File: src/rtl/keypad_matrix_scanner.sv
// rtl/keypad_matrix_scanner.sv - 4x4 keypad column scanner with debounce and valid/ready key delivery
module keypad_matrix_scanner #(
  parameter int SCAN_DIV       = 100000,
  parameter int DEBOUNCE_SCANS = 4
) (
  input  logic       clk,
  input  logic       rst,
  input  logic [3:0] key_in,
  output logic [3:0] key_out,
  output logic [3:0] key_code,
  output logic       key_valid,
  input  logic       key_ready,
  output logic       key_held,
  output logic       overrun
);

  localparam int DW = $clog2(SCAN_DIV);
  localparam int CW = $clog2(DEBOUNCE_SCANS + 1);
  localparam logic [DW-1:0] DWELL_LAST = DW'(SCAN_DIV - 1);
  localparam logic [CW-1:0] CNT_ONE    = CW'(1);
  localparam logic [CW-1:0] CNT_DONE   = CW'(DEBOUNCE_SCANS);

  typedef enum logic [1:0] {IDLE, DEBOUNCE, PRESSED, RELEASE} state_t;

  logic [3:0]    row_meta;
  logic [3:0]    row_sync;
  logic [DW-1:0] dwell;
  logic [1:0]    col;
  logic [1:0]    hits;
  logic [3:0]    acc_code;
  state_t        state;
  logic [3:0]    cand;
  logic [CW-1:0] cnt;

  logic [3:0]    lows;
  logic [2:0]    n_low;
  logic [1:0]    row_idx;
  logic [1:0]    base_hits;
  logic [1:0]    scan_hits;
  logic [3:0]    scan_code;
  logic          sample;
  logic          scan_done;
  logic          single;
  logic          none;
  logic [CW-1:0] cnt_next;
  logic          emit_now;

  // One-cold column drive follows the scan column directly.
  assign key_out   = ~(4'b0001 << col);
  assign sample    = (dwell == DWELL_LAST);
  assign scan_done = sample && (col == 2'd3);
  assign single    = (scan_hits == 2'd1);
  assign none      = (scan_hits == 2'd0);
  assign cnt_next  = cnt + CNT_ONE;

  // A press is emitted on the scan that completes the debounce count.
  assign emit_now = scan_done && single &&
                    (((state == IDLE) && (CNT_ONE == CNT_DONE)) ||
                     ((state == DEBOUNCE) && (scan_code == cand) && (cnt_next == CNT_DONE)));

  // Fold the current column sample into the running scan tally (hits saturates at 2 = multi).
  always_comb begin
    lows  = ~row_sync;
    n_low = {2'b00, lows[0]} + {2'b00, lows[1]} + {2'b00, lows[2]} + {2'b00, lows[3]};
    row_idx = 2'd0;
    for (int i = 3; i >= 0; i--) begin
      if (lows[i]) row_idx = 2'(i);
    end
    base_hits = (col == 2'd0) ? 2'd0 : hits;
    scan_code = (col == 2'd0) ? 4'd0 : acc_code;
    scan_hits = base_hits;
    if (n_low >= 3'd2) begin
      scan_hits = 2'd2;
    end else if (n_low == 3'd1) begin
      if (base_hits == 2'd0) begin
        scan_hits = 2'd1;
        scan_code = {col, row_idx};
      end else begin
        scan_hits = 2'd2;
      end
    end
  end

  // Two-flop synchronizer on the asynchronous row lines.
  always_ff @(posedge clk) begin
    if (rst) begin
      row_meta <= 4'hF;
      row_sync <= 4'hF;
    end else begin
      row_meta <= key_in;
      row_sync <= row_meta;
    end
  end

  // Column dwell timing and per-scan accumulation of low rows.
  always_ff @(posedge clk) begin
    if (rst) begin
      dwell    <= '0;
      col      <= 2'd0;
      hits     <= 2'd0;
      acc_code <= 4'd0;
    end else if (sample) begin
      dwell    <= '0;
      col      <= col + 2'd1;
      hits     <= scan_hits;
      acc_code <= scan_code;
    end else begin
      dwell <= dwell + DW'(1);
    end
  end

  // Debounce state machine, one transition per completed scan.
  always_ff @(posedge clk) begin
    if (rst) begin
      state    <= IDLE;
      cand     <= 4'd0;
      cnt      <= '0;
      key_held <= 1'b0;
    end else if (scan_done) begin
      case (state)
        IDLE: begin
          if (single) begin
            cand <= scan_code;
            cnt  <= CNT_ONE;
            if (CNT_ONE == CNT_DONE) begin
              state    <= PRESSED;
              key_held <= 1'b1;
            end else begin
              state <= DEBOUNCE;
            end
          end
        end
        DEBOUNCE: begin
          if (single) begin
            if (scan_code == cand) begin
              if (cnt_next == CNT_DONE) begin
                state    <= PRESSED;
                key_held <= 1'b1;
              end else begin
                cnt <= cnt_next;
              end
            end else begin
              cand <= scan_code;
              cnt  <= CNT_ONE;
            end
          end else begin
            state <= IDLE;
          end
        end
        PRESSED: begin
          if (none) begin
            if (CNT_ONE == CNT_DONE) begin
              state    <= IDLE;
              key_held <= 1'b0;
            end else begin
              cnt   <= CNT_ONE;
              state <= RELEASE;
            end
          end
        end
        default: begin
          if (none) begin
            if (cnt_next == CNT_DONE) begin
              state    <= IDLE;
              key_held <= 1'b0;
            end else begin
              cnt <= cnt_next;
            end
          end else begin
            state <= PRESSED;
          end
        end
      endcase
    end
  end

  // Output holding register: accept an emit if empty or draining this cycle, else flag overrun.
  always_ff @(posedge clk) begin
    if (rst) begin
      key_code  <= 4'd0;
      key_valid <= 1'b0;
      overrun   <= 1'b0;
    end else begin
      if (key_valid && key_ready) key_valid <= 1'b0;
      if (emit_now) begin
        if (!key_valid || key_ready) begin
          key_code  <= scan_code;
          key_valid <= 1'b1;
        end else begin
          overrun <= 1'b1;
        end
      end
    end
  end

endmodule

File: config.mk
export PLATFORM = sky130hd
export DESIGN_NAME = keypad_matrix_scanner
export DESIGN_NICKNAME = d
export VERILOG_FILES = /design/src/rtl/keypad_matrix_scanner.sv
export SDC_FILE = /design/constraint.sdc
export NUM_CORES = 1
export LEC_CHECK = 0
export ABC_AREA = 1
export BUFFER_PORTS_ARGS = -buffer_cell sky130_fd_sc_hd__buf_2
export CAP_MARGIN = 20
export CORE_AREA = 2 2 79 81
export CTS_CLUSTER_DIAMETER = 200
export CTS_CLUSTER_SIZE = 40
export DETAILED_ROUTE_END_ITERATION = 7
export DIE_AREA = 0 0 81 83
export PLACE_DENSITY_LB_ADDON = 0.05
export SKIP_CTS_REPAIR_TIMING = 1
export SYNTH_ARGS = -nofsm -noshare
export SYNTH_HDL_FRONTEND = slang
export SYNTH_SLANG_ARGS = --single-unit
File: constraint.sdc
create_clock -name clk -period 4.7 [get_ports clk]
set_input_delay 0.94 -clock clk [delete_from_list [all_inputs] [get_ports clk]]
set_output_delay 0.94 -clock clk [all_outputs]
set_load 0.02 [all_outputs]
==> results of run 1 <==
-- cells by family (layout without fill, tap and decap cells) --
group,Yosys count,after routing,share of synthesized area [%]
flops,49,49,37.5
simple gates,206,206,38.8
fa+ha+maj,11,11,5.55
xor+xnor,4,4,1.34
compound gates,37,37,7.94
buf+inv,62,81,8.90
-- layout by cell type, fill, tap and decap left out, drive strengths merged, types with 2 or more instances in the layout --
cell	n
nand4	7
dfxtp	49
nand2	85
buf	17
inv	57
nand3	32
clkbuf	7
nor4	2
a31oi	2
ha	10
o22ai	3
a21oi	19
nor3	6
nor2	57
xor2	4
or2	14
o21ai	11
-- metal layers --
layer | vias to the layer above | track usage, % | routed length [um]
met2 | 13 | 26.7 | 2280
met5 | - | 0 | 0
met1 | 979 | 24.2 | 2760
met4 | 0 | 5.08 | 61
li1 | 1196 | - | -
met3 | 5 | 3.48 | 97
-- Yosys cell counts (6+ instances only) --
cell type  number
or2_2          14
nand3_1        29
nand2_1        72
inv_1          54
a21oi_1        18
dfxtp_1        49
nor3_1          6
ha_1           10
nand4_1         7
nand2_2         9
o21ai_0        10
nor2_1         51
-- stage by stage --
stage / util [%] / hold WS [ps] / power [mW] / setup WS (ps)
after global routing: 49.2 / 433 / 0.819 / 1520
after CTS: 49.2 / 417 / 0.788 / 1760
after floorplan: - / 389 / 0.515 / 1980
after global placement: 47.7 / 397 / 0.535 / 1780
after detailed placement: 47.7 / 399 / 0.536 / 1760
final: 49.2 / 410 / 0.771 / 1770
-- cell type report --
| type | instances | share of cell area [%] |
|---|---|---|
| multi-input combinational | 258 | 49.0 |
| inverter | 57 | 7.48 |
| timing repair buffer | 17 | 2.97 |
| tap | 75 | 3.28 |
| sequential | 49 | 34.3 |
| clock buffer | 7 | 3.02 |
-- power by group --
part	internal (mW)	total, mW	switching, mW
Sequential	0.421	0.425	0.00399
Combinational	0.0328	0.100	0.0674
Clock	0.117	0.246	0.129
-- state kept, by name (all words and copies together), names as in the netlist --
register   count
key_code       4
cand           4
state          2
key_valid      1
overrun        1
cnt            3
col            2
row_meta       4
key_held       1
hits           2
dwell         17
acc_code       4
row_sync       4
-- how the worst max path moves through the flow --
stage               slack [ps]          end         from  cells after the start
finish                    1770  key_code[0]  row_sync[0]                     19
global route              1520      cand[1]  row_sync[0]                     14
CTS                       1760  key_code[0]  row_sync[0]                     19
detailed placement        1760  key_code[0]  row_sync[0]                     19
global placement          1780  key_code[0]  row_sync[0]                     15
floorplan                 1980  key_code[0]  row_sync[0]                     19
-- critical path: cells and delay by family (launching register included) --
family	cells	cell delay, ps
buf+inv	3	190
simple gates	13	1320
fa+ha+maj	3	970
flops	1	340
==> out/qor.txt, run 1 <==
status: finished clean
Sequential Area: 981 sq um
Initial Utilization: 45.0%
RSZ-0062 raised after global routing: false
fillcell total: 637
Slowest-stage cell, CP: fa_1
vias in the first global route: 2,061
vias: 2,193
Final period util: 62.3%
clk_skew: 8.61 ps
Post-synth EDFFs: 0
Critical R2R Launch: row_sync[0]
Final nets: 406
Hold Path Stages: 1
Worst setup EP type: flop
Die Y: 83 um
cell seen most often among critical-path stages: nand2_2
TritonCTS clock tree: built
TritonRoute pass-1 iters: 4
Syn Area/Cell: 7.09 sq um
reg2reg end: key_code[0]
Yosys top cell by area: dfxtp_1
hpwl dp: 4.03 mm
clock buffer depth: 2
die area: 0.00672 sq mm
design area: 0.00286 sq mm
largest net degree at the start of global routing: 24
WP data required: 4900 ps
worst hold start: row_meta[3]
Fin Setup TNS: 0 ps
# port buffers: 17
Slew Limit Fails: 0
dpl cells: 456
synthesized flop and latch total: 49
share of the synthesized area in the top cell type: 37.5%
CP Launch Type: flop
first-pass GRT wire length: 9.30 mm
PD cells: 269 mW/mm^2
clock slew at reported path FFs: 90 ps
CP Class: reg -> reg
Pleak: 1.23 nW
maximum vdd ir drop: 0.000165 V
CP peak stage delay: 530 ps
Clock H-tree levels: 2
Post-Synthesis Cell Area: 0.00262 sq mm
Non-Filler Instances: 463
CTS Buf Count: 5
Clock Latency Late Sink: 290 ps
syn nets: 387
Total GRT Usage: 17.3%
Placement Cell Area: 0.00278 sq mm
Final Hold Vio Count: 0
Worst Hold Path EP: row_sync[3]
cell row count: 28
Root Buffer Master: clkbuf_8
drt drc: 0
Hold WC Path Type: reg -> reg
cells on worst reg2reg path: 19
Antenna Violating Nets Remaining: 0
Final Critical Period: 2930 ps
I/O pin count: 18
ratio of cells with drive above 1 in the final layout: 16.5%
sequential fraction of the synthesis area: 37.5%
Area growth, synth to finish: 9.43%
Max Cap Viol: 0
clock sink total: 49
Multi-input gate area: 0.00140 sq mm
WP data arrival: 3130 ps
DR vias/cell: 4.74
setup violators final: 0
Yosys Warn Count: 0
total gr overflow: 0
Synth Flop Type: dfxtp_1
number of diodes: 0
placer's final routability congestion estimate: 0.855
largest fanout on the critical path: 7
CP Cell Sequence: fa_1, inv_1, ha_1, inv_1, ha_1, inv_1, nand3_2, nor2_8, nand2_4, nand2_2, nand2_2, nand2_2, nand2_2, nor2_4, nand3_4, nor2_4, nand2_1, nand2_1, nor2_1
largest cells by area after synthesis: dfxtp_1 38%, nand2_1 10%, inv_1 7.8%, nor2_1 7.3%, nand3_1 5.6%
synth unique cells: 34
Worst Tran Pin Value: 772 ps
initial antenna violation count: 0
R2R setup slack: 1770 ps
Fmax achieved: 0.342 GHz
Synth Instances: 369
Die Wd: 81 um
Core ar.: 0.00582 sq mm
FFs w/ async S/R, synth: 0%
Iter 0 DRT Violations: 63
Slew HR: 48.4%
wire per inst: 11.2 um
final WL: 5.21 mm
Note: power is estimated with default switching activity, not from simulation.
==> run 2, diff against run 1 <==
==> constraint.sdc (replaced) <==
create_clock -name clk -period 2.5 [get_ports clk]
set_input_delay 0.5 -clock clk [delete_from_list [all_inputs] [get_ports clk]]
set_output_delay 0.5 -clock clk [all_outputs]
set_load 0.02 [all_outputs]
==> run 2 against run 1 <==
  * The run now ends with negative setup slack left
  * Sequential share of layout area shrank 2.5 points
  * Largest power group unchanged
  * Maximum frequency grew 6.4%
  * Highest routed layer unchanged
  * Combinational power grew to 2.7 times the previous value
  * Final area grew 8.1%
  * Sequential power grew 88%
  * Via count grew 3.9%
  * Flip-flop and latch count is the same
  * Routed wire length grew 6.0%
  * Clock power grew 94%
  * Clock skew shrank 4.0 ps
  * Final cell count grew 4.5%
==> out/qor.txt, run 2 (synthesis gave the netlist of run 1 again) <==
Total GRT Usage: 17.1% (-0.15 points)
wire per inst: 11.4 um (+1.4%)
Core ar.: 0.00582 sq mm (unchanged)
Die Wd: 81 um (unchanged)
Max Cap Viol: 0 (unchanged)
Slew HR: 66.5% (+18 points)
largest fanout on the critical path: 7 (unchanged)
Sequential Area: 982 sq um (+0.13%)
CP Launch Type: flop
setup violators final: 16 (+16)
Final nets: 427 (+5.2%)
# port buffers: 17 (unchanged)
Most flops, register: dwell
CP peak stage delay: 550 ps (+20 ps)
Final Critical Period: 2750 ps (-176 ps)
Hold WC Path Type: in -> reg
CP Cell Sequence: fa_1, inv_2, ha_4, inv_2, ha_4, inv_2, nand3_4, nor2_8, nand2_4, nand2_4, nand2_2, nand2_2, nand2_2, nor2_4, nand3_4, nor2_4, nand2_1, nand2_1, nor2_1
die area: 0.00672 sq mm (unchanged)
clock sink total: 49 (unchanged)
Total Power: 1.54 mW (+100%)
commonest non-fill, non-tap cell in the layout: nand2_1
max FFs per register: 17 (unchanged)
WP data arrival: 2950 ps (-180 ps)
TritonCTS clock tree: built
Pleak: 1.33 nW (+8.8%)
Initial Utilization: 45.0% (unchanged)
initial antenna violation count: 0 (unchanged)
total gr overflow: 0 (unchanged)
first-pass GRT wire length: 9.16 mm (-1.5%)
Clock Latency Late Sink: 300 ps (about the same)
CP Class: reg -> reg
Slew Limit Fails: 0 (unchanged)
Clock H-tree levels: 2 (unchanged)
number of diodes: 0 (unchanged)
Antenna Violating Nets Remaining: 0 (unchanged)
Final Hold Vio Count: 0 (unchanged)
placer's final routability congestion estimate: 0.894 (+4.6%)
PD cells: 498 mW/mm^2 (+85%)
WP data required: 2700 ps (-2200 ps)
hpwl dp: 4.15 mm (+2.9%)
vias: 2,278 (+3.9%)
Fmax achieved: 0.363 GHz (+6.4%)
Multi-input gate area: 0.00146 sq mm (+4.4%)
Root Buffer Master: clkbuf_8
Hold Path Stages: 2 (+1)
post-layout util: 53.2% (+4.0 points)
failing checks: negative setup slack
Worst Tran Pin Value: 497 ps (-275 ps)
maximum vdd ir drop: 0.000252 V (+52%)
vias in the first global route: 2,073 (+0.58%)
final WL: 5.52 mm (+6.0%)
Area growth, synth to finish: 18.3%
status: finished with violations
clock buffer depth: 2 (unchanged)
largest net degree at the start of global routing: 16 (-33%)
Worst setup EP type: flop
fin worst setup slack: -251 ps (-2020 ps)
TritonRoute pass-1 iters: 4 (unchanged)
CTS Buf Count: 5 (unchanged)
Iter 0 DRT Violations: 125 (+98%)
clk_skew: 4.61 ps (-4.00 ps)
I/O pin count: 18 (unchanged)
RSZ-0062 raised after global routing: true
Final period util: 110% (+48 points)
ratio of cells with drive above 1 in the final layout: 24.0% (+7.5 points)
Die Y: 83 um (unchanged)
DR vias/cell: 4.71 (-0.63%)
drt drc: 0 (unchanged)
Slowest-stage cell, CP: fa_1
cells on worst reg2reg path: 19 (unchanged)
fillcell total: 609 (-4.4%)
most frequent cells in the layout: 72 x nand2_1, 50 x inv_1, 48 x nor2_1, 48 x dfxtp_1, 28 x nand3_1
clock slew at reported path FFs: 90 ps (about the same)
cell row count: 28 (unchanged)
[run 2: area by class of cell]
| class | instances | area share [%] |
|---|---|---|
| inverters | 57 | 6.91 |
| multi-input cells | 258 | 47.3 |
| flip-flops and latches | 49 | 31.7 |
| repair buffers | 38 | 8.25 |
| well taps | 75 | 3.03 |
| clock buffers | 7 | 2.79 |
[run 2: final timing paths]
kind	from	to	slack, ps
setup reg to reg	row_sync[0]	key_code[0]	-250
hold reg to reg	row_meta[3]	row_sync[3]	420
hold / removal	key_in[2]	row_meta[2]	370
setup / recovery	row_sync[0]	key_code[0]	-250
[run 2: worst max-delay path, delay by kind of cell (launching register included)]
kind | cells | cell delay [ps]
fa+ha+maj | 3 | 900
buf+inv | 3 | 150
flops | 1 | 340
simple gates | 13 | 1260
[run 2: through the flow]
| step | std cells | instance area, sq um | setup TNS, ps | hold slack, ps | setup slack, ps |
|---|---|---|---|---|---|
| 6_report | 484 | 3090 | -3300 | 375 | -251 |
| 2_1_floorplan | 369 | 2640 | -633 | 389 | -104 |
| 5_1_grt | 484 | 3090 | -5680 | 364 | -420 |
| 4_1_cts | 478 | 3000 | -3910 | 363 | -348 |
| 3_5_place_dp | 471 | 2910 | -3700 | 397 | -335 |
| 3_3_place_gp | 471 | 2910 | -3220 | 392 | -309 |
[run 2: power breakdown]
| group | switching [mW] | leakage (nW) | total [mW] | internal [mW] |
|---|---|---|---|---|
| sequential | 0.00563 | 0.397 | 0.797 | 0.791 |
| combinational | 0.153 | 0.892 | 0.266 | 0.113 |
| clock | 0.258 | 0.0443 | 0.478 | 0.220 |
[run 2: layer usage]
metal / vias up / routed length [um] / global-route usage, %
met3: 2 / 173 / 3.91
met1: 1006 / 2730 / 23.9
li1: 1241 / - / -
met5: - / 0 / 0
met4: 0 / 27 / 4.31
met2: 29 / 2580 / 26.5
==> run 3, diff against run 2 <==
--- a/config.mk
+++ b/config.mk
@@ -8,12 +8,15 @@
 export ABC_AREA = 1
 export BUFFER_PORTS_ARGS = -buffer_cell sky130_fd_sc_hd__buf_2
 export CAP_MARGIN = 20
-export CORE_AREA = 2 2 79 81
+export CELL_PAD_IN_SITES_DETAIL_PLACEMENT = 0
+export CELL_PAD_IN_SITES_GLOBAL_PLACEMENT = 1
+export CORE_AREA = 2 2 85 87
 export CTS_CLUSTER_DIAMETER = 200
 export CTS_CLUSTER_SIZE = 40
 export DETAILED_ROUTE_END_ITERATION = 7
-export DIE_AREA = 0 0 81 83
+export DIE_AREA = 0 0 87 89
 export PLACE_DENSITY_LB_ADDON = 0.05
+export RECOVER_POWER = 25
 export SKIP_CTS_REPAIR_TIMING = 1
 export SYNTH_ARGS = -nofsm -noshare
 export SYNTH_HDL_FRONTEND = slang
==> run 3 against run 2 <==
  * The run still ends with negative setup slack left
  * Maximum frequency shrank 1.1%
  * Clock power is essentially flat
  * Via count grew 1.6%
  * Global-route usage shrank 1.2 points
  * Clock skew grew 6.1 ps
  * Critical path depth is the same
  * Final cell count grew 1.7%
  * First-iteration DRC count shrank 50%
  * Largest power group unchanged
==> out/qor.txt, run 3 (synthesis gave the netlist of run 1 again) <==
Slew HR: 64.9% (-1.7 points)
total gr overflow: 0 (unchanged)
final WL: 5.79 mm (+4.9%)
TritonRoute pass-1 iters: 4 (unchanged)
Pleak: 1.35 nW (+1.2%)
status: finished with violations
fillcell total: 708 (+16%)
clock sink total: 49 (unchanged)
cells on worst reg2reg path: 19 (unchanged)
Area growth, synth to finish: 20.8%
Final Critical Period: 2780 ps (+30.3 ps)
CP Launch Type: flop
vias in the first global route: 2,127 (+2.6%)
Clock H-tree levels: 2 (unchanged)
commonest non-fill, non-tap cell in the layout: nand2_1
DR vias/cell: 4.71 (about the same)
Total GRT Usage: 16.0% (-1.2 points)
Comb pwr share: 18.4% (+1.2 points)
design area: 0.00316 sq mm (+2.1%)
clk_skew: 10.7 ps (+6.05 ps)
Worst Tran Pin Value: 522 ps (+24.7 ps)
Slew Limit Fails: 0 (unchanged)
Switching Fraction: 27.2% (+0.18 points)
Buf/Inv on CP: 3 (unchanged)
Final period util: 111% (+1.2 points)
Clock power frac: 30.5% (-0.5 points)
clock slew at reported path FFs: 90 ps (about the same)
Worst setup EP type: flop
# port buffers: 17 (unchanged)
Antenna Violating Nets Remaining: 0 (unchanged)
initial antenna violation count: 0 (unchanged)
wire per inst: 11.8 um (+3.2%)
CP peak stage delay: 540 ps (about the same)
Fmax achieved: 0.360 GHz (-1.1%)
Int Power: 1.13 mW (+0.84%)
CP Cell Sequence: fa_1, inv_2, ha_4, inv_4, ha_4, inv_4, nand3_4, nor2_8, nand2_4, nand2_4, nand2_4, nand2_2, nand2_2, nor2_4, nand3_4, nor2_4, nand2_1, nand2_1, nor2_1
Max Cap Viol: 0 (unchanged)
Hold WC Path Type: in -> reg
ratio of cells with drive above 1 in the final layout: 26.0% (+2.0 points)
clock buffer depth: 2 (unchanged)
cell seen most often among critical-path stages: nand2_4
first-pass GRT wire length: 9.74 mm (+6.3%)
Die Y: 89 um (+7.2%)
Psw: 424 uW (+1.8%)
Total Power: 1.56 mW (+1.1%)
Placement Cell Area: 0.00293 sq mm (+0.73%)
RSZ-0062 raised after global routing: true
die area: 0.00774 sq mm (+15%)
Core ar.: 0.00672 sq mm (+16%)
CTS Buf Count: 5 (unchanged)
largest fanout on the critical path: 7 (unchanged)
largest net degree at the start of global routing: 24 (+8)
Clock Latency Late Sink: 300 ps (about the same)
cell row count: 30 (+7.1%)
Hold Path Stages: 2 (unchanged)
Final Hold Vio Count: 0 (unchanged)
PD cells: 493 mW/mm^2 (-0.99%)
setup violators final: 16 (unchanged)
drt drc: 0 (unchanged)
DP Worst Slack: -338 ps (-2.22 ps)
TritonCTS clock tree: built
Iter 0 DRT Violations: 63 (-50%)
placer's final routability congestion estimate: 0.812 (-9.2%)
cell depth of the worst setup path: 19 (unchanged)
most frequent cells in the layout: 67 x nand2_1, 50 x inv_1, 47 x dfxtp_1
failing checks: negative setup slack
max FFs per register: 17 (unchanged)
vias: 2,315 (+1.6%)
Slowest-stage cell, CP: fa_1
fin worst setup slack: -281 ps (-30.3 ps)
CP Class: reg -> reg
WP data arrival: 2990 ps (+40 ps)
Root Buffer Master: clkbuf_8
I/O pin count: 18 (unchanged)
Sequential Power Share: 51.1% (-0.6 points)
maximum vdd ir drop: 0.000244 V (-3.1%)
Die Wd: 87 um (+7.4%)
Initial Utilization: 38.9% (-6.0 points)
Most flops, register: dwell
WP data required: 2710 ps (about the same)
number of diodes: 0 (unchanged)
hpwl dp: 4.34 mm (+4.5%)
Final nets: 430 (+0.70%)
critical path's top delay family: simple AND/OR/NAND/NOR gates
run 3: cell count changes in the layout (fill, tap and decap cells not counted), moves of 2 or more:
cell	before	now
buf_4	20	23
inv_2	7	5
inv_4	0	2
nand2_1	72	67
nand2_2	7	11
nand3_2	2	0
nor2_1	48	46
nor2_4	3	5
run 3: layout make-up:
| cell class | count | area (sq um) | share of cell area [%] |
|---|---|---|---|
| Tap cell | 80 | 100 | 3.17 |
| Multi-Input combinational cell | 259 | 1510 | 47.9 |
| Timing Repair Buffer | 40 | 258 | 8.16 |
| Clock buffer | 7 | 86.3 | 2.73 |
| Inverter | 57 | 219 | 6.93 |
| Sequential cell | 49 | 983 | 31.1 |
run 3: worst reg2reg max path: stages (launching register included):
cell and delay (ps):
dfxtp_2 330, fa_1 540, inv_2 50, ha_4 160, inv_4 60, ha_4 220
inv_4 60, nand3_4 90, nor2_8 170, nand2_4 100, nand2_4 100, nand2_4 50
nand2_2 50, nand2_2 60, nor2_4 210, nand3_4 110, nor2_4 160, nand2_1 70
nand2_1 60, nor2_1 40
run 3: power groups by stage:
stage                     clock (mW)  combinational (mW)  sequential, mW
after floorplan                    0               0.158           0.815
after global placement             0               0.243           0.815
after detailed placement           0               0.242           0.815
after CTS                      0.507               0.243           0.797
after global routing           0.534               0.316           0.799
final                          0.475               0.286           0.797
run 3: through the flow:
step,hold WS (ps),util [%],std cells,TNS (ps)
final,375,47.0,492,-3840
after global routing,369,47.0,492,-6630
after CTS,361,44.9,485,-4160
after detailed placement,395,43.6,478,-3780
after global placement,392,43.6,478,-3470
after floorplan,389,-,369,-633
run 3: final timing paths:
kind | endpoint | slack, ps | from
worst max-delay path | key_code[0] | -280 | row_sync[1]
worst min-delay path | row_meta[0] | 370 | key_in[0]
worst max register to register | key_code[0] | -280 | row_sync[1]
worst min register to register | row_sync[1] | 410 | row_meta[1]
run 3: per-layer routing:
| layer | vias up | GRT usage (%) | part of all wire, % |
|---|---|---|---|
| li1 | 1253 | - | - |
| met1 | 1034 | 21.5 | 50 |
| met3 | 6 | 2.68 | 2.0 |
| met5 | - | 0 | 0 |
| met4 | 0 | 6.39 | 1.6 |
| met2 | 22 | 25.6 | 46 |
